<file path="src/rtl/uart_send_hex_pkg.sv">
// Shared constants for the hex-dump line sender: ASCII codes and FSM encoding.
// Latency: n/a (constants only).
// Backpressure: n/a.
package uart_send_hex_pkg;

    localparam logic [7:0] ASCII_SPACE = 8'h20;
    localparam logic [7:0] ASCII_CR    = 8'h0D;
    localparam logic [7:0] ASCII_LF    = 8'h0A;
    localparam logic [7:0] ASCII_COLON = 8'h3A;
    localparam logic [7:0] ASCII_ZERO  = 8'h30;
    localparam logic [7:0] ASCII_LA    = 8'h61;
    localparam logic [7:0] ASCII_UA    = 8'h41;

    typedef enum logic [2:0] {
        S_IDLE  = 3'd0,
        S_ADDR  = 3'd1,
        S_COLON = 3'd2,
        S_ASP   = 3'd3,
        S_DATA  = 3'd4,
        S_SEP   = 3'd5,
        S_CR    = 3'd6,
        S_LF    = 3'd7
    } state_t;

endpackage

</file>
<file path="src/rtl/uart_send_hex_nibble.sv">
// Nibble to ASCII hex digit encoder, letter case chosen by UPPER.
// Latency: combinational.
// Backpressure: none, pure function of the input.
module hex_nibble_ascii
    import uart_send_hex_pkg::*;
#(
    parameter bit UPPER = 1'b0
) (
    input  logic [3:0] i_nib,
    output logic [7:0] o_char
);

    // Digits map onto '0'..'9', values 10..15 onto the selected letter range.
    always_comb begin
        if (i_nib < 4'd10) begin
            o_char = ASCII_ZERO + {4'd0, i_nib};
        end else begin
            o_char = (UPPER ? ASCII_UA : ASCII_LA) + {4'd0, i_nib} - 8'd10;
        end
    end

endmodule

</file>
<file path="src/rtl/uart_send_hex.sv">
// Hex-dump line sender: captures WORDS words (+ optional address) and streams ASCII.
// Latency: first character offered the cycle after start is sampled; 1 char/cycle.
// Backpressure: tx_fifo_full freezes state and send_char, send_en drops.
module uart_send_hex
    import uart_send_hex_pkg::*;
#(
    parameter int WORDS   = 2,
    parameter bit ADDR_EN = 1'b0,
    parameter bit UPPER   = 1'b0
) (
    input  logic                  clk,
    input  logic                  rst_n,
    input  logic                  start,
    input  logic [32*WORDS-1:0]   data,
    input  logic [31:0]           addr,
    input  logic                  crlf_in,
    input  logic                  tx_fifo_full,
    output logic [7:0]            send_char,
    output logic                  send_en,
    output logic                  busy,
    output logic                  line_done
);

    localparam int WIDX = (WORDS > 1) ? $clog2(WORDS) : 1;
    localparam logic [WIDX-1:0] LAST_WORD = WIDX'(WORDS - 1);

    state_t                r_state;
    state_t                w_state_nxt;
    logic [2:0]            r_nib;
    logic [WIDX-1:0]       r_word;
    logic [32*WORDS-1:0]   r_data;
    logic [31:0]           r_addr;

    logic                  w_adv;
    logic                  w_accept;
    logic [31:0]           w_word;
    logic [31:0]           w_src;
    logic [3:0]            w_nib;
    logic [7:0]            w_hex;

    assign busy      = (r_state != S_IDLE);
    assign send_en   = busy & ~tx_fifo_full;
    assign line_done = (r_state == S_LF) & ~tx_fifo_full;
    assign w_adv     = send_en;
    assign w_accept  = ~busy & start;

    // State register.
    always_ff @(posedge clk or negedge rst_n) begin
        if (!rst_n) begin
            r_state <= S_IDLE;
        end else begin
            r_state <= w_state_nxt;
        end
    end

    // Next state: IDLE reacts to requests (start beats crlf_in), others move only on an accepted character.
    always_comb begin
        w_state_nxt = r_state;
        case (r_state)
            S_IDLE: begin
                if (start) begin
                    w_state_nxt = ADDR_EN ? S_ADDR : S_DATA;
                end else if (crlf_in) begin
                    w_state_nxt = S_CR;
                end
            end
            S_ADDR:  if (w_adv && (r_nib == 3'd0)) w_state_nxt = S_COLON;
            S_COLON: if (w_adv) w_state_nxt = S_ASP;
            S_ASP:   if (w_adv) w_state_nxt = S_DATA;
            S_DATA: begin
                if (w_adv && (r_nib == 3'd0)) begin
                    w_state_nxt = (r_word != LAST_WORD) ? S_SEP : S_CR;
                end
            end
            S_SEP:   if (w_adv) w_state_nxt = S_DATA;
            S_CR:    if (w_adv) w_state_nxt = S_LF;
            S_LF:    if (w_adv) w_state_nxt = S_IDLE;
            default: w_state_nxt = S_IDLE;
        endcase
    end

    // Capture on accepted start; nibble counter wraps 0->7 between address and each word.
    always_ff @(posedge clk or negedge rst_n) begin
        if (!rst_n) begin
            r_nib  <= 3'd0;
            r_word <= '0;
            r_data <= '0;
            r_addr <= '0;
        end else if (w_accept) begin
            r_data <= data;
            r_addr <= addr;
            r_nib  <= 3'd7;
            r_word <= '0;
        end else if (w_adv) begin
            case (r_state)
                S_ADDR, S_DATA: r_nib  <= r_nib - 3'd1;
                S_SEP:          r_word <= r_word + 1'b1;
                default:        ;
            endcase
        end
    end

    // Word select from the capture register by word index.
    always_comb begin
        w_word = r_data[31:0];
        for (int k = 1; k < WORDS; k++) begin
            if (r_word == WIDX'(k)) begin
                w_word = r_data[32*k +: 32];
            end
        end
    end

    assign w_src = (r_state == S_ADDR) ? r_addr : w_word;
    assign w_nib = w_src[{r_nib, 2'b00} +: 4];

    hex_nibble_ascii #(
        .UPPER (UPPER)
    ) u_hex (
        .i_nib  (w_nib),
        .o_char (w_hex)
    );

    // Character offered depends only on registered state, so it holds across stalls.
    always_comb begin
        send_char = ASCII_SPACE;
        case (r_state)
            S_ADDR, S_DATA: send_char = w_hex;
            S_COLON:        send_char = ASCII_COLON;
            S_CR:           send_char = ASCII_CR;
            S_LF:           send_char = ASCII_LF;
            default:        send_char = ASCII_SPACE;
        endcase
    end

endmodule

</file>
<file path="config.mk">
export PLATFORM = sky130hd
export DESIGN_NAME = uart_send_hex
export DESIGN_NICKNAME = d
export VERILOG_FILES = /design/src/rtl/uart_send_hex_pkg.sv /design/src/rtl/uart_send_hex_nibble.sv /design/src/rtl/uart_send_hex.sv
export SDC_FILE = /design/constraint.sdc
export NUM_CORES = 1
export LEC_CHECK = 0
export CORE_ASPECT_RATIO = 2
export CORE_MARGIN = 2
export CORE_UTILIZATION = 45
export DETAILED_ROUTE_END_ITERATION = 8
export GPL_ROUTABILITY_DRIVEN = 0
export PLACE_DENSITY = 0.78
export SETUP_SLACK_MARGIN = 0.1
export SYNTH_ARGS = -nofsm -noshare
export SYNTH_HDL_FRONTEND = slang
export SYNTH_SLANG_ARGS = --single-unit
</file>
<file path="constraint.sdc">
create_clock -name clk -period 7.46 [get_ports clk]
set_input_delay 1.865 -clock clk [delete_from_list [all_inputs] [get_ports clk]]
set_output_delay 1.865 -clock clk [all_outputs]
set_load 0.005 [all_outputs]
</file>
==> results of run 1 <==
==> critical path, stage by stage, from the launching register on <==
cell             delay (ns)
dfrtp_1                0.98
mux4_1                 0.66
mux4_2                 0.47
nor2_1                 0.11
a31o_1                 0.18
ha_1                   0.19
o21ai_0                0.12
or4_4                  0.43
o211ai_2               0.08
clkdlybuf4s50_1        0.53
==> final cells by class <==
cell class | instances | share of cell area
clock buffers | 11 | 0.0371
clock inverters | 5 | 0.00498
inverters | 7 | 0.00402
multi-input cells | 429 | 0.362
flip-flops and latches | 103 | 0.394
well taps | 142 | 0.0272
repair buffers | 112 | 0.170
==> sequential cells by signal, indices dropped and copies added (netlist names) <==
register	flops
r_data	64
r_state	3
r_word	1
r_nib	3
r_addr	32
==> layout by cell type, fill, tap and decap left out, drive strengths merged, types with 3 or more instances in the layout <==
cell and instances:
inv 8, mux2i 5, a21oi 13, ha 3, o211ai 5, or2 3, nor3 3, mux4 17
nor2 21, clkdlybuf4s50 109, o22ai 5, mux2 13, clkinv 4, clkbuf 11, dfrtp 103, o21ai 16
buf 3, nand2 296
==> metal layers <==
layer | GRT usage | vias to the layer above
met2 | 0.390 | 118
li1 | - | 2049
met3 | 0.0336 | 39
met1 | 0.229 | 1988
met4 | 0.118 | 0
met5 | 0 | -
==> power breakdown <==
| group | internal [mW] | leakage, nW | total [mW] | switching (mW) |
|---|---|---|---|---|
| registers | 0.803 | 1.30 | 1.04 | 0.238 |
| logic | 0.519 | 1.78 | 0.997 | 0.478 |
| clock network | 0.236 | 0.140 | 0.439 | 0.203 |
| total | 1.56 | 3.21 | 2.48 | 0.919 |
==> metrics by stage <==
step                      power (mW)  cell area (um^2)  setup WS [ns]
after floorplan                 1.69              5140           3.21
after global placement          1.98              6260           2.05
after detailed placement        2.03              6260           1.89
after CTS                       2.48              6540           1.52
after global routing            2.64              6540           1.35
final                           2.48              6540           1.49
==> cell usage after synthesis (2+ instances only) <==
| library cell | number | area share |
|---|---|---|
| a21o_1 | 2 | 0.0029 |
| nor3_1 | 3 | 0.0029 |
| mux2i_1 | 5 | 0.0097 |
| nor2_1 | 21 | 0.015 |
| xnor2_1 | 2 | 0.0034 |
| nand3_1 | 2 | 0.0019 |
| o211ai_1 | 4 | 0.0058 |
| o32a_1 | 2 | 0.0039 |
| mux4_1 | 15 | 0.077 |
| o22ai_1 | 5 | 0.0061 |
| ha_1 | 3 | 0.0073 |
| a21oi_1 | 13 | 0.013 |
| inv_1 | 7 | 0.0051 |
| a211o_2 | 2 | 0.0039 |
| buf_4 | 2 | 0.0029 |
| o21ai_0 | 15 | 0.015 |
| nor2b_1 | 2 | 0.0024 |
| nand2_1 | 296 | 0.22 |
| buf_2 | 6 | 0.0058 |
| mux4_2 | 2 | 0.0088 |
| dfrtp_1 | 103 | 0.50 |
| clkbuf_1 | 28 | 0.020 |
| mux2_2 | 13 | 0.028 |
| or2_1 | 2 | 0.0024 |
==> cell families after synthesis <==
group                      after synthesis  share of synthesized area
adders and majority gates                3                    0.00731
buffers and inverters                   46                     0.0402
muxes                                   35                      0.124
other                                    1                   0.000730
AOI/OAI and AO/OA                       52                     0.0650
and+or+nand+nor                        335                      0.256
DFF                                    103                      0.502
xor gates and xnor gates                 3                    0.00511
==> worst paths after layout <==
check	startpoint	end
max	r_word$_DFFE_PN0P_	send_char[2]
min	r_data[58]$_DFFE_PN0P_	r_data[58]$_DFFE_PN0P_
max reg2reg	r_state[1]$_DFFE_PN0P_	r_data[4]$_DFFE_PN0P_
min reg2reg	r_data[58]$_DFFE_PN0P_	r_data[58]$_DFFE_PN0P_
max in group asynchronous	rst_n	r_data[47]$_DFFE_PN0P_
min in group asynchronous	rst_n	r_addr[26]$_DFFE_PN0P_
==> impl_metrics.env, run 1 <==
export IMPL_min_path_type="reg -> reg"
export IMPL_worst_hold_slack_ns=0.468
export IMPL_tritoncts="done"
export IMPL_critPathRequiredTime_ns=5.60
export IMPL_finalSetupTns_ns=0
export IMPL_finalNonFillerCells=809
export IMPL_dieHeight_um=155
export IMPL_vias=4194
export IMPL_cts_root_buffer="clkbuf_16"
export IMPL_portBuffers=110
export IMPL_cts_sinks=103
export IMPL_rsz0062_at_grt="no"
export IMPL_worstSetupEndpointType="output pin"
export IMPL_grt_overflow=0
export IMPL_worstMarginPinSlew_ns=0.990
export IMPL_drv_slew=0
export IMPL_fin_crit_ns=5.97
export IMPL_synth_seq_area_share=0.502
export IMPL_viasPerCell=5.18
export IMPL_synth_edf_count=0
export IMPL_syn_area_per_cell_um2=8.89
export IMPL_yosys_most_used_dff="dfrtp_1"
export IMPL_syn_cell_area_mm2=0.00514
export IMPL_fmax_mhz=167
export IMPL_reg2regPathDepth=4
export IMPL_ys_warn_count=0
export IMPL_hold_violations=0
export IMPL_coreArea_mm2=0.0112
export IMPL_async_flop_share=1.00
export IMPL_cts_resized=0
export IMPL_cts_made_buffers=9
export IMPL_num_nets_final=766
export IMPL_dpl_hpwl_um=9520
export IMPL_place_inst=793
export IMPL_drt_wl_total_um=12900
export IMPL_period_share=0.801
export IMPL_grt_pass1_wl_um=20000
export IMPL_antenna_left=0
export IMPL_fin_skew_ns=0.0111
export IMPL_antenna_found_initial=0
export IMPL_wl_met2_um=7120
export IMPL_start_util=0.458
export IMPL_ctsHoldBuffers=0
export IMPL_io_pins=112
export IMPL_die_w_um=79.6
export IMPL_grt_max_degree=100
export IMPL_drt_met1_wl_um=4650
export IMPL_synth_nets=682
export IMPL_peakVddDrop_v=0.000245
export IMPL_ys_seq_elements=103
export IMPL_startpoint_type="flip-flop"
export IMPL_crit_fanout=21
export IMPL_regArea_mm2=0.00258
export IMPL_holdPathStages=2
export IMPL_setup_viol=0
export IMPL_nFillCells=967
export IMPL_yosysUniqueCellTypes=47
export IMPL_slew_headroom=0.340
export IMPL_drive_gt1_frac=0.0615
export IMPL_first_iter_violations=300
export IMPL_synth_cells=578
export IMPL_path_class="reg -> out"
export IMPL_rrSetupSlack_ns=4.80
export IMPL_dieArea_mm2=0.0123
export IMPL_power_per_cell_area_mw_per_mm2=379
export IMPL_clock_latency_ns=0.35
export IMPL_p_leak_nw=3.21
export IMPL_clock_path_buffers=2
export IMPL_clkTransAtPathRegs_ns=0.07
export IMPL_top_layer="met4"
export IMPL_cap_violations=0
export IMPL_crit_arrival_ns=4.11
export IMPL_status="finished, final reports clean"
export IMPL_utilization=0.583
export IMPL_antenna_cells=0
export IMPL_grt_pass1_vias=4234
export IMPL_wire_per_inst_um=15.9
export IMPL_htree_levels=3
export IMPL_multi_input_area_mm2=0.00236
export IMPL_dr_pass1_iters=4
export IMPL_cts_setup_buffers=0
export IMPL_track_usage=0.214
export IMPL_placementRows=55
export IMPL_drcViolationCount=0
export IMPL_areaGrowthSynthToFinish_pct=27.2
export IMPL_route_met3_wl_um=464
Power figures use the tool's default switching activity.
==> inputs of run 2 (changes only) <==
- clock period: 7.46 -> 6.2 ns (I/O delays scaled with it)
==> run 2 against run 1 <==
Register-to-register slack got worse by 1.2 ns. Non-clock buffer count unchanged. Combinational power increased by 25%. Final area rose by 0.71%. Utilization rose by 0.41 points. Via count is 1.6% higher. Clock skew is 0.0051 ns lower. Cell count unchanged. Highest routed layer unchanged.
==> impl_metrics.env, run 2 (synthesis results as in run 1) <==
export IMPL_status="finished, final reports clean"
export IMPL_antenna_left=0
export IMPL_dieHeight_um=155
export IMPL_power_per_cell_area_mw_per_mm2=468
export IMPL_hold_violations=0
export IMPL_top_register="r_data"
export IMPL_slew_headroom=0.345
export IMPL_cts_resized=0
export IMPL_viasPerCell=5.27
export IMPL_cts_sinks=103
export IMPL_cts_setup_buffers=0
export IMPL_dr_pass1_iters=7
export IMPL_die_w_um=79.6
export IMPL_drive_gt1_frac=0.0630
export IMPL_worstMarginPinSlew_ns=0.983
export IMPL_p_leak_nw=3.23
export IMPL_clock_path_buffers=2
export IMPL_worstSetupEndpointType="output pin"
export IMPL_period_share=0.918
export IMPL_place_inst=793
export IMPL_wire_per_inst_um=16.4
export IMPL_drt_wl_total_um=13300
export IMPL_track_usage=0.225
export IMPL_rsz0062_at_grt="no"
export IMPL_grt_overflow=0
export IMPL_peakVddDrop_v=0.000351
export IMPL_vias=4261
export IMPL_fmax_mhz=176
export IMPL_finalNonFillerCells=809
export IMPL_biggestRegsByFlops="r_data: 64 flops, r_addr: 32 flops"
export IMPL_antenna_found_initial=0
export IMPL_num_nets_final=766
export IMPL_cap_violations=0
export IMPL_placementRows=55
export IMPL_setup_viol=0
export IMPL_crit_arrival_ns=4.14
export IMPL_tritoncts="done"
export IMPL_coreArea_mm2=0.0112
export IMPL_grt_pass1_vias=4443
export IMPL_clock_latency_ns=0.35
export IMPL_ctsHoldBuffers=0
export IMPL_finalSetupTns_ns=0
export IMPL_dpl_hpwl_um=9700
export IMPL_cts_made_buffers=9
export IMPL_drv_slew=0
export IMPL_areaGrowthSynthToFinish_pct=28.1
export IMPL_final_common_cell="nand2_1"
export IMPL_portBuffers=110
export IMPL_path_class="reg -> out"
export IMPL_min_path_type="reg -> reg"
export IMPL_htree_levels=3
export IMPL_first_iter_violations=266
export IMPL_reg2regPathDepth=4
export IMPL_grt_pass1_wl_um=21000
export IMPL_startpoint_type="flip-flop"
export IMPL_crit_fanout=21
export IMPL_critPathRequiredTime_ns=4.65
export IMPL_utilization=0.587
export IMPL_grt_max_degree=100
export IMPL_largest_reg_flops=64
export IMPL_dieArea_mm2=0.0123
export IMPL_antenna_cells=0
export IMPL_final_cell_mix="nand2_1, clkdlybuf4s50_1, dfrtp_1"
export IMPL_clkTransAtPathRegs_ns=0.07
export IMPL_holdPathStages=2
export IMPL_fin_crit_ns=5.69
export IMPL_start_util=0.458
export IMPL_drcViolationCount=0
export IMPL_io_pins=112
export IMPL_cts_root_buffer="clkbuf_16"
export IMPL_fin_skew_ns=0.00604
## run 2: cell types whose count changed in the layout (fill, tap and decap cells not counted), sizes merged
cell | previous run | this run
bufinv | 0 | 2
clkbuf | 11 | 9
## run 2: through the flow
step	power (mW)	setup slack (ns)	hold slack (ns)	cell area (um^2)
final	3.08	0.508	0.472	6580
after floorplan	2.03	2.27	0.437	5140
after global placement	2.38	1.11	0.450	6260
after detailed placement	2.46	0.924	0.457	6260
after CTS	3.08	0.530	0.474	6580
after global routing	3.29	0.373	0.501	6580
## run 2: critical path, cell delays in order, from the launching register on
cell	delay [ns]
dfrtp_1	0.99
mux4_1	0.67
mux4_2	0.49
nor2_1	0.11
a31o_1	0.18
ha_1	0.18
o21ai_0	0.14
or4_4	0.44
o211ai_2	0.08
clkdlybuf4s50_1	0.51
## run 2: where the power goes
group / switching [mW] / internal (mW)
combinational: 0.622 / 0.625
sequential: 0.260 / 0.966
clock: 0.252 / 0.355
## run 2: area by class of cell
class	instances	area, um^2
Tap cell	142	178
Clock inverter	7	96.3
Multi-Input combinational cell	429	2360
Fill cell	936	4640
Clock buffer	9	225
Sequential cell	103	2580
Inverter	7	26.3
Timing Repair Buffer	112	1110
## run 2: path summary, 6_finish.rpt
path | startpoint | to | slack [ns]
hold / removal | r_data[50]$_DFFE_PN0P_ | r_data[50]$_DFFE_PN0P_ | 0.47
setup / recovery | r_word$_DFFE_PN0P_ | send_char[2] | 0.51
setup reg to reg | r_state[2]$_DFFE_PN0P_ | r_data[4]$_DFFE_PN0P_ | 3.58
max in group asynchronous | rst_n | r_data[17]$_DFFE_PN0P_ | 3.90
min in group asynchronous | rst_n | r_addr[26]$_DFFE_PN0P_ | 1.20
hold reg to reg | r_data[50]$_DFFE_PN0P_ | r_data[50]$_DFFE_PN0P_ | 0.47
## run 2: per-layer routing
layer	global-route usage	vias to the layer above	share of wire	wire [um]
met3	0.0319	47	0.039	513
li1	-	2051	-	-
met5	0	-	0	0
met2	0.408	151	0.56	7400
met4	0.160	0	0.061	807
met1	0.227	2012	0.34	4560
